`src/rtl/uart_rx_sampler.sv`:
```
// ----------------------------------------------------------------------------
// uart_rx_sampler
// Oversampling 8N1 receive front end. It synchronises the raw rx line, rejects
// short start-bit glitches, recovers each bit by a 3-sample majority vote
// around mid-bit and presents every good byte to the receive FIFO with a
// single-cycle write strobe. Framing errors, line breaks and FIFO overruns are
// flagged as single-cycle pulses.
//
// Ports
//   clk        in   system clock
//   reset      in   synchronous, active-high reset
//   b_tick     in   one-clk pulse at OVS x baud rate
//   rx         in   asynchronous serial input, idles high
//   rx_full    in   receive FIFO full; looked at only on the stop decision
//   rx_done    out  one-clk FIFO write strobe, dout valid in the same cycle
//   dout       out  last received byte, held until the next frame completes
//   frame_err  out  one-clk pulse: stop bit low, data not all zero
//   break_det  out  one-clk pulse: stop bit low, data all zero
//   overrun    out  one-clk pulse: good frame dropped because FIFO was full
//   busy       out  high whenever the receiver is not idle
//
// state     | meaning
// ----------+---------------------------------------------------------------
// IDLE      | line idle, waiting for rx_s to go low
// START     | qualifying the start bit; vote at tc=9, bit ends at tc=15
// DATA      | shifting DBIT data bits, one per 16 ticks, LSB first
// STOP      | vote on the stop bit at tc=9, then decide the frame outcome
// WAIT_HIGH | stop bit was low; hold off until the line returns high
// ----------------------------------------------------------------------------
module uart_rx_sampler #(
    parameter int DBIT = 8,
    parameter int OVS  = 16
) (
    input  logic            clk,
    input  logic            reset,
    input  logic            b_tick,
    input  logic            rx,
    input  logic            rx_full,
    output logic            rx_done,
    output logic [DBIT-1:0] dout,
    output logic            frame_err,
    output logic            break_det,
    output logic            overrun,
    output logic            busy
);

    typedef enum logic [2:0] {
        S_IDLE      = 3'd0,
        S_START     = 3'd1,
        S_DATA      = 3'd2,
        S_STOP      = 3'd3,
        S_WAIT_HIGH = 3'd4
    } state_t;

    localparam logic [3:0] TC_LAST = 4'(OVS - 1);
    localparam logic [3:0] TC_V0   = 4'd7;
    localparam logic [3:0] TC_V1   = 4'd8;
    localparam logic [3:0] TC_V2   = 4'd9;
    localparam logic [2:0] BC_LAST = 3'(DBIT - 1);

    state_t          r_state;
    logic            r_rx_meta;
    logic            r_rx_s;
    logic [3:0]      r_tc;
    logic [2:0]      r_bc;
    logic [DBIT-1:0] r_sr;
    logic [2:0]      r_v;
    logic [DBIT-1:0] r_dout;
    logic            r_rx_done;
    logic            r_frame_err;
    logic            r_break_det;
    logic            r_overrun;
    logic            r_busy;

    state_t          w_state_next;
    logic [3:0]      w_tc_next;
    logic [2:0]      w_bc_next;
    logic [DBIT-1:0] w_sr_next;
    logic [2:0]      w_v_next;
    logic [DBIT-1:0] w_dout_next;
    logic            w_rx_done_next;
    logic            w_frame_err_next;
    logic            w_break_det_next;
    logic            w_overrun_next;
    logic            w_maj;
    logic            w_maj_now;
    logic            w_counting;

    function automatic logic maj3(input logic a, input logic b, input logic c);
        return (a & b) | (a & c) | (b & c);
    endfunction

    // Vote over the three captured samples (used at the end of a data bit).
    assign w_maj      = maj3(r_v[0], r_v[1], r_v[2]);
    // At the tc=9 decision the third sample is being captured on this very
    // edge, so take it straight from rx_s rather than from r_v[2].
    assign w_maj_now  = maj3(r_v[0], r_v[1], r_rx_s);
    assign w_counting = (r_state == S_START) || (r_state == S_DATA) || (r_state == S_STOP);

    // Two-flop synchroniser; resets to the idle (high) line level.
    always_ff @(posedge clk) begin
        if (reset) begin
            r_rx_meta <= 1'b1;
            r_rx_s    <= 1'b1;
        end else begin
            r_rx_meta <= rx;
            r_rx_s    <= r_rx_meta;
        end
    end

    always_ff @(posedge clk) begin
        if (reset) begin
            r_state     <= S_IDLE;
            r_tc        <= '0;
            r_bc        <= '0;
            r_sr        <= '0;
            r_v         <= '0;
            r_dout      <= '0;
            r_rx_done   <= 1'b0;
            r_frame_err <= 1'b0;
            r_break_det <= 1'b0;
            r_overrun   <= 1'b0;
            r_busy      <= 1'b0;
        end else begin
            r_state     <= w_state_next;
            r_tc        <= w_tc_next;
            r_bc        <= w_bc_next;
            r_sr        <= w_sr_next;
            r_v         <= w_v_next;
            r_dout      <= w_dout_next;
            r_rx_done   <= w_rx_done_next;
            r_frame_err <= w_frame_err_next;
            r_break_det <= w_break_det_next;
            r_overrun   <= w_overrun_next;
            r_busy      <= (w_state_next != S_IDLE);
        end
    end

    always_comb begin
        w_state_next     = r_state;
        w_tc_next        = r_tc;
        w_bc_next        = r_bc;
        w_sr_next        = r_sr;
        w_v_next         = r_v;
        w_dout_next      = r_dout;
        w_rx_done_next   = 1'b0;
        w_frame_err_next = 1'b0;
        w_break_det_next = 1'b0;
        w_overrun_next   = 1'b0;

        if (b_tick && w_counting) begin
            if (r_tc == TC_V0) w_v_next[0] = r_rx_s;
            if (r_tc == TC_V1) w_v_next[1] = r_rx_s;
            if (r_tc == TC_V2) w_v_next[2] = r_rx_s;
        end

        case (r_state)
            S_IDLE: begin
                w_tc_next = '0;
                w_bc_next = '0;
                if (!r_rx_s) begin
                    w_state_next = S_START;
                end
            end

            S_START: begin
                if (b_tick) begin
                    w_tc_next = r_tc + 4'd1;
                    if (r_tc == TC_V2 && w_maj_now) begin
                        w_state_next = S_IDLE;
                        w_tc_next    = '0;
                    end else if (r_tc == TC_LAST) begin
                        w_state_next = S_DATA;
                        w_tc_next    = '0;
                    end
                end
            end

            S_DATA: begin
                if (b_tick) begin
                    w_tc_next = r_tc + 4'd1;
                    if (r_tc == TC_LAST) begin
                        w_tc_next = '0;
                        // LSB arrives first, so after DBIT shifts it sits at bit 0.
                        w_sr_next = {w_maj, r_sr[DBIT-1:1]};
                        if (r_bc == BC_LAST) begin
                            w_state_next = S_STOP;
                        end else begin
                            w_bc_next = r_bc + 3'd1;
                        end
                    end
                end
            end

            S_STOP: begin
                if (b_tick) begin
                    w_tc_next = r_tc + 4'd1;
                    // Decide half a bit into the stop bit so the next start
                    // edge is never missed.
                    if (r_tc == TC_V2) begin
                        w_tc_next = '0;
                        if (w_maj_now) begin
                            w_state_next = S_IDLE;
                            if (rx_full) begin
                                w_overrun_next = 1'b1;
                            end else begin
                                w_rx_done_next = 1'b1;
                                w_dout_next    = r_sr;
                            end
                        end else begin
                            w_state_next = S_WAIT_HIGH;
                            if (r_sr == '0) begin
                                w_break_det_next = 1'b1;
                            end else begin
                                w_frame_err_next = 1'b1;
                                w_dout_next      = r_sr;
                            end
                        end
                    end
                end
            end

            S_WAIT_HIGH: begin
                w_tc_next = '0;
                if (r_rx_s) begin
                    w_state_next = S_IDLE;
                end
            end

            default: begin
                w_state_next = S_IDLE;
                w_tc_next    = '0;
            end
        endcase
    end

    assign rx_done   = r_rx_done;
    assign dout      = r_dout;
    assign frame_err = r_frame_err;
    assign break_det = r_break_det;
    assign overrun   = r_overrun;
    assign busy      = r_busy;

endmodule

```
`config.mk`:
```
export PLATFORM = sky130hd
export DESIGN_NAME = uart_rx_sampler
export DESIGN_NICKNAME = d
export VERILOG_FILES = /design/src/rtl/uart_rx_sampler.sv
export SDC_FILE = /design/constraint.sdc
export NUM_CORES = 1
export LEC_CHECK = 0
export ABC_AREA = 0
export BUFFER_PORTS_ARGS = -buffer_cell sky130_fd_sc_hd__buf_2
export CORE_ASPECT_RATIO = 0.6
export CORE_MARGIN = 5
export CORE_UTILIZATION = 53
export CTS_BUF_LIST = sky130_fd_sc_hd__clkbuf_8
export CTS_CLUSTER_SIZE = 16
export DETAILED_ROUTE_END_ITERATION = 12
export PLACE_DENSITY_LB_ADDON = 0.1
export RECOVER_POWER = 50
export SYNTH_ARGS = -nofsm -noshare
export SYNTH_HDL_FRONTEND = slang
export SYNTH_SLANG_ARGS = --single-unit
```
`constraint.sdc`:
```
create_clock -name clk -period 1.8 [get_ports clk]
set_clock_uncertainty 0.2 [all_clocks]
set_input_delay 0.09 -clock clk [delete_from_list [all_inputs] [get_ports clk]]
set_output_delay 0.09 -clock clk [all_outputs]
set_load 0.02 [all_outputs]
```
==> metrics.log <==
[metrics] reg2reg end: busy
[metrics] Area growth syn-to-layout: 38.8%
[metrics] first-pass GRT wire length: 7040 um
[metrics] worst reg2reg path startpoint: r_tc[1]
[metrics] Min-Delay Endpoint: r_tc[2]
[metrics] clock sinks: 36
[metrics] top-area cell type share of the netlist area: 44.2%
[metrics] layout net count: 248
[metrics] Layout Cell Area excl Fill: 0.00226 mm2
[metrics] critical path start-end classification: flop to flop
[metrics] relative contribution of combinational cells to total power: 4.1%
[metrics] library cell occupying the most area in the post-synthesis netlist: dfxtp_1
[metrics] overall fraction of global-route tracks in use: 22.2%
[metrics] insertion delay to the later sink of the worst-skew pair: 0.28 ns
[metrics] port buffer count: 17
[metrics] standard-cell rows: 15
[metrics] effective utilization at floorplan: 56.1%
[metrics] routed length per instance: 15.2 um
[metrics] Leak Pwr: 0.966 nW
[metrics] Pins Over Slew Limit: 0
[metrics] netlist area before placement: 0.00163 mm2
[metrics] flop and latch count out of synthesis: 36
[metrics] area occupied by multi-input gates: 935 um2
[metrics] post-DR vias/cell: 5.44
[metrics] Internal Dissipation: 0.00116 W
[metrics] CP Data Arrival Time: 1.88 ns
[metrics] overall power consumption: 0.00147 W
[metrics] largest fanout of any net on the critical path: 5
[metrics] final setup violating endpoints: 7
[metrics] antenna violations before repair: 0
[metrics] summed negative setup slack over all endpoints: -0.238 ns
[metrics] die span in x: 81.6 um
[metrics] Total Routed Length: 4260 um
[metrics] Die Y: 53.0 um
[metrics] minimum setup slack among reg-to-reg paths: -0.11 ns
[metrics] final hold viol count: 0
[metrics] Synth Area per Inst: 9.01 um2
[metrics] worst max-slew margin expressed relative to the limit: 62.6%
[metrics] detailed-route via count: 1,524
[metrics] Overflow after GRT: 0
[metrics] sequential share of power: 54.4%
[metrics] maximum capacitance violations: 0
[metrics] Final Cycle Share: 106%
[metrics] minimum hold slack: 0.0328 ns
[metrics] Slew @ Worst Pin: 0.561 ns
[metrics] kind of end point of the critical path: flop
[metrics] largest net degree at the start of global routing: 28
[metrics] top flip-flop cell by instance count after synthesis: dfxtp_1
[metrics] DPL Wire Length: 2840 um
[metrics] startpoint of the worst setup timing path: r_tc[1]
[metrics] antenna cells: 0
[metrics] post-detailed-route count of antenna-violating nets: 0
[metrics] number of warnings printed during yosys synthesis: 0
[metrics] Max Fclk: 0.524 GHz
[metrics] Root Buffer: clkbuf_8
[metrics] fin crit period: 1.91 ns
[metrics] unrepaired setup endpoints after global routing: yes
[metrics] clock slew at reported path FFs: 0.07 ns
[metrics] commonest non-fill, non-tap cells in the layout: 35 x buf_4, 31 x dfxtp_1, 23 x nor2_1, 19 x nand2_1, 13 x clkbuf_1
[metrics] count of flip-flops with a built-in enable after synthesis: 0
[metrics] Clk pwr share: 41.4%
[metrics] DP Worst Slack: -0.0964 ns
[metrics] sequential area share after synthesis: 44.2%
[metrics] via count of the first global-routing pass: 1,444
[metrics] TritonCTS clock tree: yes
[metrics] required time at the worst-slack endpoint: 1.77 ns
[metrics] share of total power consumed by net switching: 20.9%
[metrics] power density over cell area: 648 mW/mm2
[metrics] Die Area: 0.00432 mm2
[metrics] result of the run: complete, but fails checks
[metrics] DR DRC count: 0
[metrics] layout cells sized above 1: 34.0%
[metrics] worst min-delay path class: input pin to flop
[metrics] number of inserted filler cells in the final layout: 196
[metrics] Peak supply drop: 0.471 mV
[metrics] cell count after synthesis: 181
[metrics] net count after synthesis: 191
[metrics] post-placement cell area: 0.00200 mm2
[metrics] commonest non-fill, non-tap cell in the layout: buf_4
[metrics] Core Region: 0.00291 mm2
[metrics] hold path cells: 4
[metrics] area occupied by registers: 732 um2
[metrics] total I/O pin count: 18
[metrics] Netlist cell types: 38
[metrics] minimum setup slack in the final design: -0.109 ns
[metrics] routability cong.: 0.893
[metrics] R2R depth: 7
[metrics] Synth async-reset ratio: 0%
[metrics] reported net switching power: 0.000307 W
[metrics] ranking of synthesized cells by area: dfxtp_1 44%, mux2i_1 7.4%, nor2_1 5.8%
[metrics] start point of the worst min-delay path: b_tick
[metrics] Worst Setup Start Kind: flop
[metrics] Clock Tree Buf Depth: 2
[metrics] TritonCTS Buffers: 5
[metrics] initial detailed-routing violation count: 105
[metrics] failing checks: setup timing
[metrics] number of detailed-routing iterations run before antenna repair: 4
[metrics] H-tree Lvls: 2
## logic make-up after synthesis
| kind of cell | Yosys count | share of synthesized area (%) |
|---|---|---|
| AND/OR/NAND/NOR | 78 | 23.8 |
| XOR/XNOR | 1 | 0.537 |
| flip-flops | 36 | 44.2 |
| buffers and inverters | 15 | 4.75 |
| multiplexers | 12 | 7.36 |
| adder cells (fa/ha/maj) | 6 | 4.52 |
| AO/OA/AOI/OAI | 33 | 14.9 |
## worst max-delay path: stages (launching register included)
cell	delay [ns]
dfxtp_4	0.38
inv_4	0.04
ha_4	0.15
and3b_2	0.24
nand4_1	0.18
o22ai_2	0.13
and2_4	0.15
or3_1	0.33
## through the flow
step,cells,utilization [%]
final,280,77.8
after global routing,280,77.8
after CTS,276,75.7
after detailed placement,262,68.7
after global placement,262,68.7
after floorplan,181,-
## timing repair
action | 4_1_cts | 5_1_grt
hold endpoints to repair | 8 | 0
gates resized for setup | 12 | 13
hold buffers | 3 | 0
endpoints found under the setup margin | 15 | 25
pin swaps | 9 | 13
setup buffers | 4 | 5
## synthesized netlist by cell type, types with 2 or more instances
cell type  count
ha_1           5
a32oi_1        2
clkbuf_1       4
mux2i_1       12
nor3_1         3
or2_2          3
a31oi_1        3
o21ai_0        9
and2_1         2
buf_2          5
nand4_1        4
a21oi_1       12
nor2_1        25
nand2b_1       2
dfxtp_1       36
inv_1          4
buf_6          2
nand3_1        2
nor4_1         3
or3_1          2
nand3b_1       2
nand2_1       22
nand4b_1       2
## layer usage
metal / wire length (um) / GRT usage, % / part of all wire (%) / up-vias
met5: 0 / 0 / 0 / -
met4: 119 / 8.29 / 2.8 / 0
met3: 272 / 6.29 / 6.4 / 16
met2: 1900 / 36.6 / 44 / 53
met1: 1980 / 27.5 / 46 / 710
li1: - / - / - / 745
## flip-flops by register name, summed over array words and instances (netlist names)
signal,count
dout,8
r_tc,4
r_v,3
overrun,1
r_state,3
r_sr,8
rx_done,1
r_rx_s,1
busy,1
r_bc,3
break_det,1
r_rx_meta,1
frame_err,1
## power groups by stage
| stage | Combinational (W) | Sequential (W) | Clock, W |
|---|---|---|---|
| floorplan | 0.0000327 | 0.000820 | 0 |
| global placement | 0.0000516 | 0.000817 | 0 |
| detailed placement | 0.0000530 | 0.000817 | 0 |
| CTS | 0.0000583 | 0.000799 | 0.000620 |
| global route | 0.0000671 | 0.000799 | 0.000662 |
| finish | 0.0000609 | 0.000800 | 0.000608 |
## worst max-delay path by stage
| stage | endpoint | depth (start not counted) | slack [ns] |
|---|---|---|---|
| after floorplan | busy | 8 | -0.03 |
| after global routing | busy | 7 | -0.15 |
| after global placement | dout[6] | 7 | -0.07 |
| after CTS | busy | 7 | -0.02 |
| final | busy | 7 | -0.11 |
| after detailed placement | dout[1] | 7 | -0.1 |
## area by class of cell
cell class | instances | area share [%]
Inverter | 4 | 0.773
Timing Repair Buffer | 61 | 19.1
Sequential cell | 36 | 32.3
Multi-Input combinational cell | 130 | 41.3
Clock buffer | 7 | 4.25
Tap cell | 42 | 2.32
Power figures use the tool's default switching activity.
